[src/rtl/ctrl_pkg.sv]
// Shared opcode, ALU, select and forwarding encodings plus the control bundle
// produced by ctrl_decode and consumed by ctrl_pipeline.
package ctrl_pkg;

    localparam logic [3:0] OP_NOT = 4'b0110;
    localparam logic [3:0] OP_CMP = 4'b1000;
    localparam logic [3:0] OP_MOV = 4'b1011;
    localparam logic [3:0] OP_LD  = 4'b1100;
    localparam logic [3:0] OP_ST  = 4'b1101;
    localparam logic [3:0] OP_BT  = 4'b1110;
    localparam logic [3:0] OP_NOP = 4'b1111;

    localparam logic [2:0] ALU_ADD = 3'b001;
    localparam logic [2:0] ALU_SUB = 3'b010;

    localparam logic [1:0] FWD_REGFILE = 2'b00;
    localparam logic [1:0] FWD_MEM     = 2'b01;
    localparam logic [1:0] FWD_WB      = 2'b10;

    typedef enum logic [1:0] {
        SEL_B_ALU   = 2'd0,
        SEL_B_LOAD  = 2'd1,
        SEL_B_STORE = 2'd2
    } sel_b_t;

    typedef enum logic [1:0] {
        SEL_OUT_ALU  = 2'd0,
        SEL_OUT_IMM  = 2'd1,
        SEL_OUT_LOAD = 2'd2
    } sel_out_t;

    typedef struct packed {
        sel_b_t     sel_b;
        logic [2:0] alu_ctrl;
        logic       mem_we;
        logic       mem_re;
        logic       reg_we;
        sel_out_t   sel_data_out;
        logic       re_a;
        logic       re_b;
        logic       cmp_en;
        logic       branch;
        logic       is_load;
    } ctrl_bundle_t;

    // The producer one stage ahead holds the youngest value, so it wins over the older one.
    function automatic logic [1:0] fwdSelect(input logic nearHit, input logic farHit);
        if (nearHit)
            return FWD_MEM;
        else if (farHit)
            return FWD_WB;
        else
            return FWD_REGFILE;
    endfunction

endpackage

[src/rtl/ctrl_decode.sv]
// Combinational opcode decoder: maps the ID opcode to a ctrl_bundle_t.
// Opcodes with any bit set above bit 3 decode as NOP.
module ctrl_decode
    import ctrl_pkg::*;
#(
    parameter int OPCODE_W = 4
)(
    input  logic [OPCODE_W-1:0] i_opcode,
    output ctrl_bundle_t        o_ctrl
);

    logic [3:0] w_op;
    logic       w_upperZero;

    assign w_op        = i_opcode[3:0];
    assign w_upperZero = ((i_opcode >> 4) == '0);

    always_comb begin
        o_ctrl          = '0;
        o_ctrl.alu_ctrl = ALU_ADD;
        if (w_upperZero) begin
            if (!w_op[3]) begin
                o_ctrl.alu_ctrl = w_op[2:0];
                o_ctrl.reg_we   = 1'b1;
                o_ctrl.re_a     = 1'b1;
                o_ctrl.re_b     = (w_op != OP_NOT);
            end else begin
                case (w_op)
                    OP_CMP: begin
                        o_ctrl.alu_ctrl = ALU_SUB;
                        o_ctrl.re_a     = 1'b1;
                        o_ctrl.re_b     = 1'b1;
                        o_ctrl.cmp_en   = 1'b1;
                    end
                    OP_MOV: begin
                        o_ctrl.reg_we       = 1'b1;
                        o_ctrl.sel_data_out = SEL_OUT_IMM;
                    end
                    OP_LD: begin
                        o_ctrl.sel_b        = SEL_B_LOAD;
                        o_ctrl.re_a         = 1'b1;
                        o_ctrl.mem_re       = 1'b1;
                        o_ctrl.reg_we       = 1'b1;
                        o_ctrl.sel_data_out = SEL_OUT_LOAD;
                        o_ctrl.is_load      = 1'b1;
                    end
                    OP_ST: begin
                        o_ctrl.sel_b  = SEL_B_STORE;
                        o_ctrl.re_a   = 1'b1;
                        o_ctrl.re_b   = 1'b1;
                        o_ctrl.mem_we = 1'b1;
                    end
                    OP_BT: begin
                        o_ctrl.branch = 1'b1;
                    end
                    OP_NOP: ;
                    default: ;
                endcase
            end
        end
    end

endmodule

[src/rtl/ctrl_pipeline.sv]
// Pipelined control path: ID decode, EX/MEM/WB control registers, RAW stall, compare flag and branch flush.
// Define CTRL_FORWARD_EN to add operand-forwarding selects and reduce stalls to load-use only.
module ctrl_pipeline
    import ctrl_pkg::*;
#(
    parameter int OPCODE_W   = 4,
    parameter int REG_ADDR_W = 4,
    parameter int ALU_CTRL_W = 3
)(
    input  logic                  i_clk,
    input  logic                  i_rst,
    input  logic                  i_id_valid,
    output logic                  o_id_ready,
    input  logic [OPCODE_W-1:0]   i_id_opcode,
    input  logic [REG_ADDR_W-1:0] i_id_rs_a,
    input  logic [REG_ADDR_W-1:0] i_id_rs_b,
    input  logic [REG_ADDR_W-1:0] i_id_rd,
    input  logic                  i_ex_cmp_result,
    output logic                  o_ex_valid,
    output logic [1:0]            o_ex_sel_b,
    output logic [ALU_CTRL_W-1:0] o_ex_alu_ctrl,
    output logic                  o_mem_we,
    output logic                  o_mem_re,
    output logic                  o_wb_reg_we,
    output logic [1:0]            o_wb_sel_data_out,
    output logic [REG_ADDR_W-1:0] o_wb_rd,
`ifdef CTRL_FORWARD_EN
    output logic [1:0]            o_ex_fwd_a,
    output logic [1:0]            o_ex_fwd_b,
`endif
    output logic                  o_stall,
    output logic                  o_branch_taken,
    output logic                  o_flush
);

`ifdef CTRL_FORWARD_EN
    localparam bit FWD_EN = 1'b1;
`else
    localparam bit FWD_EN = 1'b0;
`endif

    ctrl_bundle_t w_idCtrl;

    logic                  r_exValid;
    sel_b_t                r_exSelB;
    logic [2:0]            r_exAluCtrl;
    logic                  r_exMemWe;
    logic                  r_exMemRe;
    logic                  r_exRegWe;
    sel_out_t              r_exSelOut;
    logic                  r_exCmpEn;
    logic                  r_exBranch;
    logic                  r_exIsLoad;
    logic [REG_ADDR_W-1:0] r_exRd;

    logic                  r_memValid;
    logic                  r_memWe;
    logic                  r_memRe;
    logic                  r_memRegWe;
    sel_out_t              r_memSelOut;
    logic [REG_ADDR_W-1:0] r_memRd;

    logic                  r_wbValid;
    logic                  r_wbRegWe;
    sel_out_t              r_wbSelOut;
    logic [REG_ADDR_W-1:0] r_wbRd;

    logic                  r_flag;

    logic w_exProd;
    logic w_memProd;
    logic w_exMatchA;
    logic w_exMatchB;
    logic w_memMatchA;
    logic w_memMatchB;
    logic w_exHit;
    logic w_memHit;
    logic w_hazard;
    logic w_accept;

    ctrl_decode #(
        .OPCODE_W (OPCODE_W)
    ) u_decode (
        .i_opcode (i_id_opcode),
        .o_ctrl   (w_idCtrl)
    );

    // WB is absent here: the register file writes through, so its result is already visible to ID.
    assign w_exProd    = r_exValid & r_exRegWe;
    assign w_memProd   = r_memValid & r_memRegWe;
    assign w_exMatchA  = w_exProd  & w_idCtrl.re_a & (r_exRd  == i_id_rs_a);
    assign w_exMatchB  = w_exProd  & w_idCtrl.re_b & (r_exRd  == i_id_rs_b);
    assign w_memMatchA = w_memProd & w_idCtrl.re_a & (r_memRd == i_id_rs_a);
    assign w_memMatchB = w_memProd & w_idCtrl.re_b & (r_memRd == i_id_rs_b);
    assign w_exHit     = w_exMatchA | w_exMatchB;
    assign w_memHit    = w_memMatchA | w_memMatchB;

    // With forwarding only a load in EX is too late to bypass; everything else is covered by fwd selects.
    assign w_hazard = FWD_EN ? (w_exHit & r_exIsLoad) : (w_exHit | w_memHit);

    assign o_stall        = i_id_valid & w_hazard;
    assign o_branch_taken = r_exValid & r_exBranch & r_flag;
    assign o_flush        = o_branch_taken;
    assign o_id_ready     = ~o_stall | o_flush;
    assign w_accept       = i_id_valid & o_id_ready & ~o_flush;

    always_ff @(posedge i_clk) begin
        if (i_rst) begin
            r_exValid   <= 1'b0;
            r_exSelB    <= SEL_B_ALU;
            r_exAluCtrl <= '0;
            r_exMemWe   <= 1'b0;
            r_exMemRe   <= 1'b0;
            r_exRegWe   <= 1'b0;
            r_exSelOut  <= SEL_OUT_ALU;
            r_exCmpEn   <= 1'b0;
            r_exBranch  <= 1'b0;
            r_exIsLoad  <= 1'b0;
            r_exRd      <= '0;
        end else begin
            r_exValid   <= w_accept;
            r_exSelB    <= w_accept ? w_idCtrl.sel_b : SEL_B_ALU;
            r_exAluCtrl <= w_accept ? w_idCtrl.alu_ctrl : 3'b000;
            r_exMemWe   <= w_accept & w_idCtrl.mem_we;
            r_exMemRe   <= w_accept & w_idCtrl.mem_re;
            r_exRegWe   <= w_accept & w_idCtrl.reg_we;
            r_exSelOut  <= w_accept ? w_idCtrl.sel_data_out : SEL_OUT_ALU;
            r_exCmpEn   <= w_accept & w_idCtrl.cmp_en;
            r_exBranch  <= w_accept & w_idCtrl.branch;
            r_exIsLoad  <= w_accept & w_idCtrl.is_load;
            r_exRd      <= w_accept ? i_id_rd : '0;
        end
    end

    always_ff @(posedge i_clk) begin
        if (i_rst) begin
            r_memValid  <= 1'b0;
            r_memWe     <= 1'b0;
            r_memRe     <= 1'b0;
            r_memRegWe  <= 1'b0;
            r_memSelOut <= SEL_OUT_ALU;
            r_memRd     <= '0;
            r_wbValid   <= 1'b0;
            r_wbRegWe   <= 1'b0;
            r_wbSelOut  <= SEL_OUT_ALU;
            r_wbRd      <= '0;
        end else begin
            r_memValid  <= r_exValid;
            r_memWe     <= r_exMemWe;
            r_memRe     <= r_exMemRe;
            r_memRegWe  <= r_exRegWe;
            r_memSelOut <= r_exSelOut;
            r_memRd     <= r_exRd;
            r_wbValid   <= r_memValid;
            r_wbRegWe   <= r_memRegWe;
            r_wbSelOut  <= r_memSelOut;
            r_wbRd      <= r_memRd;
        end
    end

    // The flag is written at the end of CMP's EX cycle, so a BT directly behind it sees the fresh value.
    always_ff @(posedge i_clk) begin
        if (i_rst)
            r_flag <= 1'b0;
        else if (r_exValid & r_exCmpEn)
            r_flag <= i_ex_cmp_result;
    end

`ifdef CTRL_FORWARD_EN
    logic [1:0] r_exFwdA;
    logic [1:0] r_exFwdB;

    always_ff @(posedge i_clk) begin
        if (i_rst) begin
            r_exFwdA <= FWD_REGFILE;
            r_exFwdB <= FWD_REGFILE;
        end else begin
            r_exFwdA <= w_accept ? fwdSelect(w_exMatchA, w_memMatchA) : FWD_REGFILE;
            r_exFwdB <= w_accept ? fwdSelect(w_exMatchB, w_memMatchB) : FWD_REGFILE;
        end
    end

    assign o_ex_fwd_a = r_exValid ? r_exFwdA : FWD_REGFILE;
    assign o_ex_fwd_b = r_exValid ? r_exFwdB : FWD_REGFILE;
`endif

    assign o_ex_valid        = r_exValid;
    assign o_ex_sel_b        = r_exValid ? r_exSelB : SEL_B_ALU;
    assign o_ex_alu_ctrl     = r_exValid ? ALU_CTRL_W'(r_exAluCtrl) : '0;
    assign o_mem_we          = r_memValid & r_memWe;
    assign o_mem_re          = r_memValid & r_memRe;
    assign o_wb_reg_we       = r_wbValid & r_wbRegWe;
    assign o_wb_sel_data_out = r_wbValid ? r_wbSelOut : SEL_OUT_ALU;
    assign o_wb_rd           = r_wbValid ? r_wbRd : '0;

endmodule

[config.mk]
export PLATFORM = sky130hd
export DESIGN_NAME = ctrl_pipeline
export DESIGN_NICKNAME = d
export VERILOG_FILES = /design/src/rtl/ctrl_pkg.sv /design/src/rtl/ctrl_decode.sv /design/src/rtl/ctrl_pipeline.sv
export SDC_FILE = /design/constraint.sdc
export NUM_CORES = 1
export LEC_CHECK = 0
export ABC_AREA = 0
export BUFFER_PORTS_ARGS = -buffer_cell sky130_fd_sc_hd__buf_4
export CAP_MARGIN = 20
export CORE_MARGIN = 2
export CORE_UTILIZATION = 30
export CTS_CLUSTER_DIAMETER = 100
export DETAILED_ROUTE_END_ITERATION = 16
export GPL_TIMING_DRIVEN = 0
export HOLD_SLACK_MARGIN = 0.15
export SLEW_MARGIN = 5
export SYNTH_ARGS = -nofsm -noshare
export SYNTH_HDL_FRONTEND = slang
export SYNTH_SLANG_ARGS = --single-unit
[constraint.sdc]
create_clock -name i_clk -period 1.84 [get_ports i_clk]
set_clock_uncertainty 0.1 [all_clocks]
set_input_delay 0.184 -clock i_clk [delete_from_list [all_inputs] [get_ports i_clk]]
set_output_delay 0.184 -clock i_clk [all_outputs]
set_load 0.005 [all_outputs]
After elaboration in Yosys (flattened, before gate mapping)
Index checks and enable logic that the tools add are counted.

cells by class
  $add $sub $neg = 0
  multipliers = 0
  div/mod/pow operators = 0
  $lt $le $gt $ge = 0
  eq/ne operators = 10
  shifts and indexed selects = 0
  mux-type cells = 18
  bitwise operators = 32
  reductions and logical operators = 4

operator list
  cell                  number
  $and A1 B1 Y1         24
  $eq A4 B4 Y1 const B  5
  $eq A4 B4 Y1          4
  $mux W2               5
  $mux W3               3
  $mux W1               7
  $pmux W3 S2           1
  $reduce_or A3 Y1      2
  $mux W4               1
  $ne A4 B3 Y1 const B  1
  $not A1 Y1            4
  $or A1 B1 Y1          4
  $pmux W2 S2           1
  $reduce_or A2 Y1      2

storage, ports and cells
  flip-flop bits (word level) = 36
  latch bits = 0
  RAM bits = 0
  ROM bits = 0
  output and inout bits = 19
  memories = 0

Longest topological paths before layout
  word-level depth = 15
  gate-level depth with buffers = 6

Modules after synthesis
Synthesis repeated with hierarchy kept, for this count alone.

second synthesis, totals
  cells, all modules = 152
  area, all modules = 1551.5 µm²

modules (own cells, without submodules)
  module         times used  cells each  area each (µm²)  seq. area each (µm²)
  ctrl_pipeline  1           126         1380.1           720.7
  ctrl_decode    1           26          171.4            0.0

Worst setup path after synthesis
OpenSTA, ideal clock, no wires.

  path type = flip-flop to output port
  start point = register r_exRd[0]
  end point = output port o_id_ready
  data arrival time = 1363 ps
  data required time = 1556 ps
  slack = 193 ps
  stages on the path, launching flop included = 7
  cells stage by stage = dfxtp_1 xor2_1 nor3_1 nand4_1 a211oi_2 buf_6 o21bai_1

between the ends
  cells in the longest elaborated chain, start to end = 7
  elaborated cells on any way between the ends = 9
  those cells by class = eq/ne (2); bitwise (7)

ends and longest elaborated chain
  what                                     line                                      source
  start: declaration                       ctrl_pipeline.sv:54                       logic [REG_ADDR_W-1:0] r_exRd;
  start signal: assignment                 ctrl_pipeline.sv:131                      r_exRd <= w_accept ? i_id_rd : '0;
  $eq A4 B4 Y1, on equally long branches   ctrl_pipeline.sv:91, ctrl_pipeline.sv:92
  $and A1 B1 Y1, on equally long branches  ctrl_pipeline.sv:91, ctrl_pipeline.sv:92
  $or A1 B1 Y1 (*)                         ctrl_pipeline.sv:95                       assign w_exHit = w_exMatchA | w_exMatchB;
  $or A1 B1 Y1 (*)                         ctrl_pipeline.sv:99                       assign w_hazard = FWD_EN ? (w_exHit & r_exIsLoad) : (w_exHit | w_memHit);
  $and A1 B1 Y1 (*)                        ctrl_pipeline.sv:101                      assign o_stall = i_id_valid & w_hazard;
  $not A1 Y1 (*)                           ctrl_pipeline.sv:104                      assign o_id_ready = ~o_stall | o_flush;
  $or A1 B1 Y1 (*)                         ctrl_pipeline.sv:104
  end: declaration                         ctrl_pipeline.sv:13                       output logic o_id_ready,

Every way passes the cells marked *; elsewhere a longest branch is shown, timed or not.

Worst setup path after layout
  start point = register r_exRd[2]
  end point = output port o_stall

between the ends
  cells in the longest elaborated chain, start to end = 5
  elaborated cells on any way between the ends = 7
  those cells by class = eq/ne (2); bitwise (5)

ends and longest elaborated chain
  what                                     line                                      source
  $eq A4 B4 Y1, on equally long branches   ctrl_pipeline.sv:91, ctrl_pipeline.sv:92
  $and A1 B1 Y1, on equally long branches  ctrl_pipeline.sv:91, ctrl_pipeline.sv:92
  $or A1 B1 Y1 (*)                         ctrl_pipeline.sv:95
  $or A1 B1 Y1 (*)                         ctrl_pipeline.sv:99
  $and A1 B1 Y1 (*)                        ctrl_pipeline.sv:101
  end: declaration                         ctrl_pipeline.sv:31                       output logic o_stall,

Marks and branches as above.

==> metrics.md <==
| Metric | Value |
|---|---|
| Reg2reg end | r_exCmpEn$_SDFF_PP0_ |
| Final hold violations | 0 |
| Final antenna-violating net count | 0 |
| Period Utilization, post-route | 113% |
| RR Startpoint | r_memRd[3]$_SDFF_PP0_ |
| Worst EP arrival | 1790 ps |
| Worst-margin pin slew | 457 ps |
| Slew Limit Fails | 0 |
| Seq cells post-synth | 35 |
| Clk slew on worst S/H paths | approximately 70 ps |
| Leak pwr | roughly 0.00086 uW |
| Router iterations before antenna repair | 4 |
| Worst R2R Path Depth | 6 |
| Most common cell after layout, fill and taps aside | buf_4 |
| Synth Cell Area | 1390 um2 |
| Met2 Usage GRT | roughly a fifth |
| Final WS setup | -233 ps |
| Number of buffers inserted by port buffering | 36 |
| Total vias in the final route | 1189 |
| Max VDD drop | a little over 0.4 mV |
| Die Wd | slightly above 70 um |
| Ratio of cells with drive above 1 in the final layout | between 20% and 30% |
| Critical path data required time | approximately 1600 ps |
| Largest net degree at the start of global routing | 13 |
| Core region area | between 4000 and 5000 um2 |
| Number of global-route vias before repair | 1148 |
| Grt met1 use | ~17% |
| Ant. Diodes | 0 |
| Failing checks | negative setup slack |
| Clk buf depth | 2 |
| Hold WS | around 110 ps |
| Slowest stage cell, crit path | dfxtp_2 |
| Status | finished, violations left |
| GR Util met3 | between 3 and 4% |
| Register area | 704 um2 |
| Die footprint | roughly 5200 um2 |
| Die H | roughly 70 um |
| Initial antenna violation count | 0 |
| Hold path cells | 2 |
| Dominant synthesized flop cell | dfxtp_1 |
| Mapped Nets | around 170 |
| Max H-tree Level | 2 |
| Synth warn | 0 |
| Layout area overhead | 45.3% |
| DR iter-0 viols | 51 |
| Commonest non-fill, non-tap cells in the layout | 44 x buf_4, 32 x dfxtp_1, 18 x nor2b_1, 14 x and2_1 |
| Total wire length | approximately 3.1 mm |
| Netlist cell types | 26 |
| Headroom to the max-slew limit | between 60 and 70% |
| Initial Util | a little under a third |
| Vias/cell | approximately 4.6 |
| PwrDens | between 800 and 900 nW/um2 |
| CP Max Fanout | 3 |
| Sequential share of the synthesized area | about half |
| Overflow after GRT | 0 |
| Number of synthesized flops with an enable pin | 0 |
| Nets | roughly 230 |
| Placed cell count | ~230 |
| Max_cap viols | 0 |
| Async S/R FF share, synth | 0% |
| Worst setup EP type | output port |
| Crit Path Category | flip-flop to output port |
| Hold_sp | i_id_opcode[0] |
| Clock sink count | 35 |
| Crit-path most repeated cell | buf_4 |
| Placement Rows | 24 |
| Final setup vio count | 2 |
| TritonCTS clock tree | built |
| Crit path cell chain | xor2_1 > nor3_1 > nand4_1 > a211oi_4 > buf_4 > o21a_1 > buf_4 |
| R2R Setup Slk | 130 ps |
| RSZ-0062 raised after global routing | true |
| Post-Synthesis Cells | 145 |
| Busiest grt layer | met2 |
| First-pass GRT wire length | between 5 and 6 mm |
| Multi-input gate area | roughly 640 um2 |
| CP startpoint kind | flip-flop |
| Gpl congestion | approximately 0.86 |
| Drt wl/cell | about 12 um |
| GRT Overall Usage | between 10 and 15% |
| Post-layout min period | 2070 ps |
| Clk root buf | clkbuf_8 |
| Setup tns final | -416 ps |
| Worst Hold Class | input pin to flip-flop |
| Average size of a mapped cell | approximately 9.6 um2 |
| Dpl hpwl | between 2 and 2.5 mm |
| Layout Cells excl Fill | roughly 260 |
| Slowest Stage Delay on Critical Path | ~320 ps |
| Fmax | between 400 and 500 MHz |
| Hold Path End | r_exMemRe$_SDFF_PP0_ |
| Fillers | between 400 and 500 |
| Skew-Pair Late Insertion Delay | 290 ps |
| Top-Level Pins | 39 |
| CTS buffer count | 5 |
| DRC Markers | 0 |
## Yosys cell counts (all sizes together), types with 3 or more instances
cell type,instances,area (um2)
nor3b,5,37.5
a211oi,3,27.5
inv,3,11.3
nor2,8,30.0
xor2,5,43.8
nor4,6,37.5
xnor2,11,96.3
nor2b,18,113
a21oi,5,25.0
nor3,5,25.0
dfxtp,35,701
nand3,4,20.0
clkbuf,3,11.3
buf,5,40.0
nand2,7,26.3
and2,14,87.6
## layer usage
metal  wire length, um  part of all wire [%]
met1              1430                    46
met2              1410                    46
met3               186                   6.0
met4                65                   2.1
met5                 0                     0
## worst max-delay path by stage
stage                                      from          to  cells after the start
after global routing       r_exRd[3]$_SDFF_PP0_     o_stall                      7
final                      r_exRd[2]$_SDFF_PP0_     o_stall                      7
after global placement    o_ex_valid$_SDFF_PP0_  o_id_ready                      6
after detailed placement  o_ex_valid$_SDFF_PP0_  o_id_ready                      6
after CTS                  r_exRd[2]$_SDFF_PP0_     o_stall                      7
after floorplan            r_exRd[0]$_SDFF_PP0_  o_id_ready                      6
## area by class of cell
| type | instances | area share, % |
|---|---|---|
| Timing Repair Buffer | 54 | 21.4 |
| Clock inverter | 3 | 2.17 |
| Sequential cell | 35 | 34.8 |
| Inverter | 3 | 0.557 |
| Multi-Input combinational cell | 99 | 31.8 |
| Clock buffer | 5 | 3.40 |
| Buffer | 8 | 2.60 |
| Tap cell | 52 | 3.22 |
## metrics by stage
stage / area (um2) / total power (uW) / util (%) / setup slack (ps)
after floorplan: 1390 / 873 / - / 193
after detailed placement: 1730 / 931 / 39.1 / -183
after CTS: 2020 / 1640 / 45.7 / -247
final: 2020 / 1620 / 45.8 / -233
after global routing: 2020 / 1680 / 45.8 / -317
after global placement: 1730 / 932 / 39.1 / -232
## worst max-delay path, delay by kind of cell, from the launching register on
family,cells,cell delay [ps]
AOI/OAI and AO/OA,2,420
xor gates and xnor gates,1,130
buffers and inverters,2,260
DFF,1,320
and+or+nand+nor,2,360
## state kept, by name, summed over array words and instances (netlist names)
name and cells:
r_exMemRe 1, r_wbValid 1, r_exBranch 1, r_exCmpEn 1
r_exRegWe 1, o_ex_valid 1, r_exSelB 2, r_memSelOut 2
r_memRe 1, r_wbRegWe 1, r_memRd 4, r_exMemWe 1
r_memRegWe 1, r_memWe 1, r_flag 1, r_exAluCtrl 3
r_exRd 4, r_wbRd 4, r_wbSelOut 2, r_exSelOut 1
r_memValid 1
## power by group
group	internal (uW)	switching (uW)	leakage (uW)
clock network	403	281	0.0000581
logic	84.2	70.3	0.000513
registers	775	10.2	0.000286
## logic make-up after synthesis
| logic type | Yosys count | synth area share [%] |
|---|---|---|
| simple gates | 71 | 28.9 |
| xor+xnor | 16 | 10.1 |
| compound gates | 12 | 6.20 |
| buf+inv | 11 | 4.50 |
| flops | 35 | 50.4 |
## repair_timing
action	CTS	global route
endpoints found under the setup margin	3	13
hold endpoints to repair	13	3
buffers inserted	6	2
pin swaps	6	1
hold buffers	12	1
gates resized for setup	5	1
(Power assumes the default switching activity.)
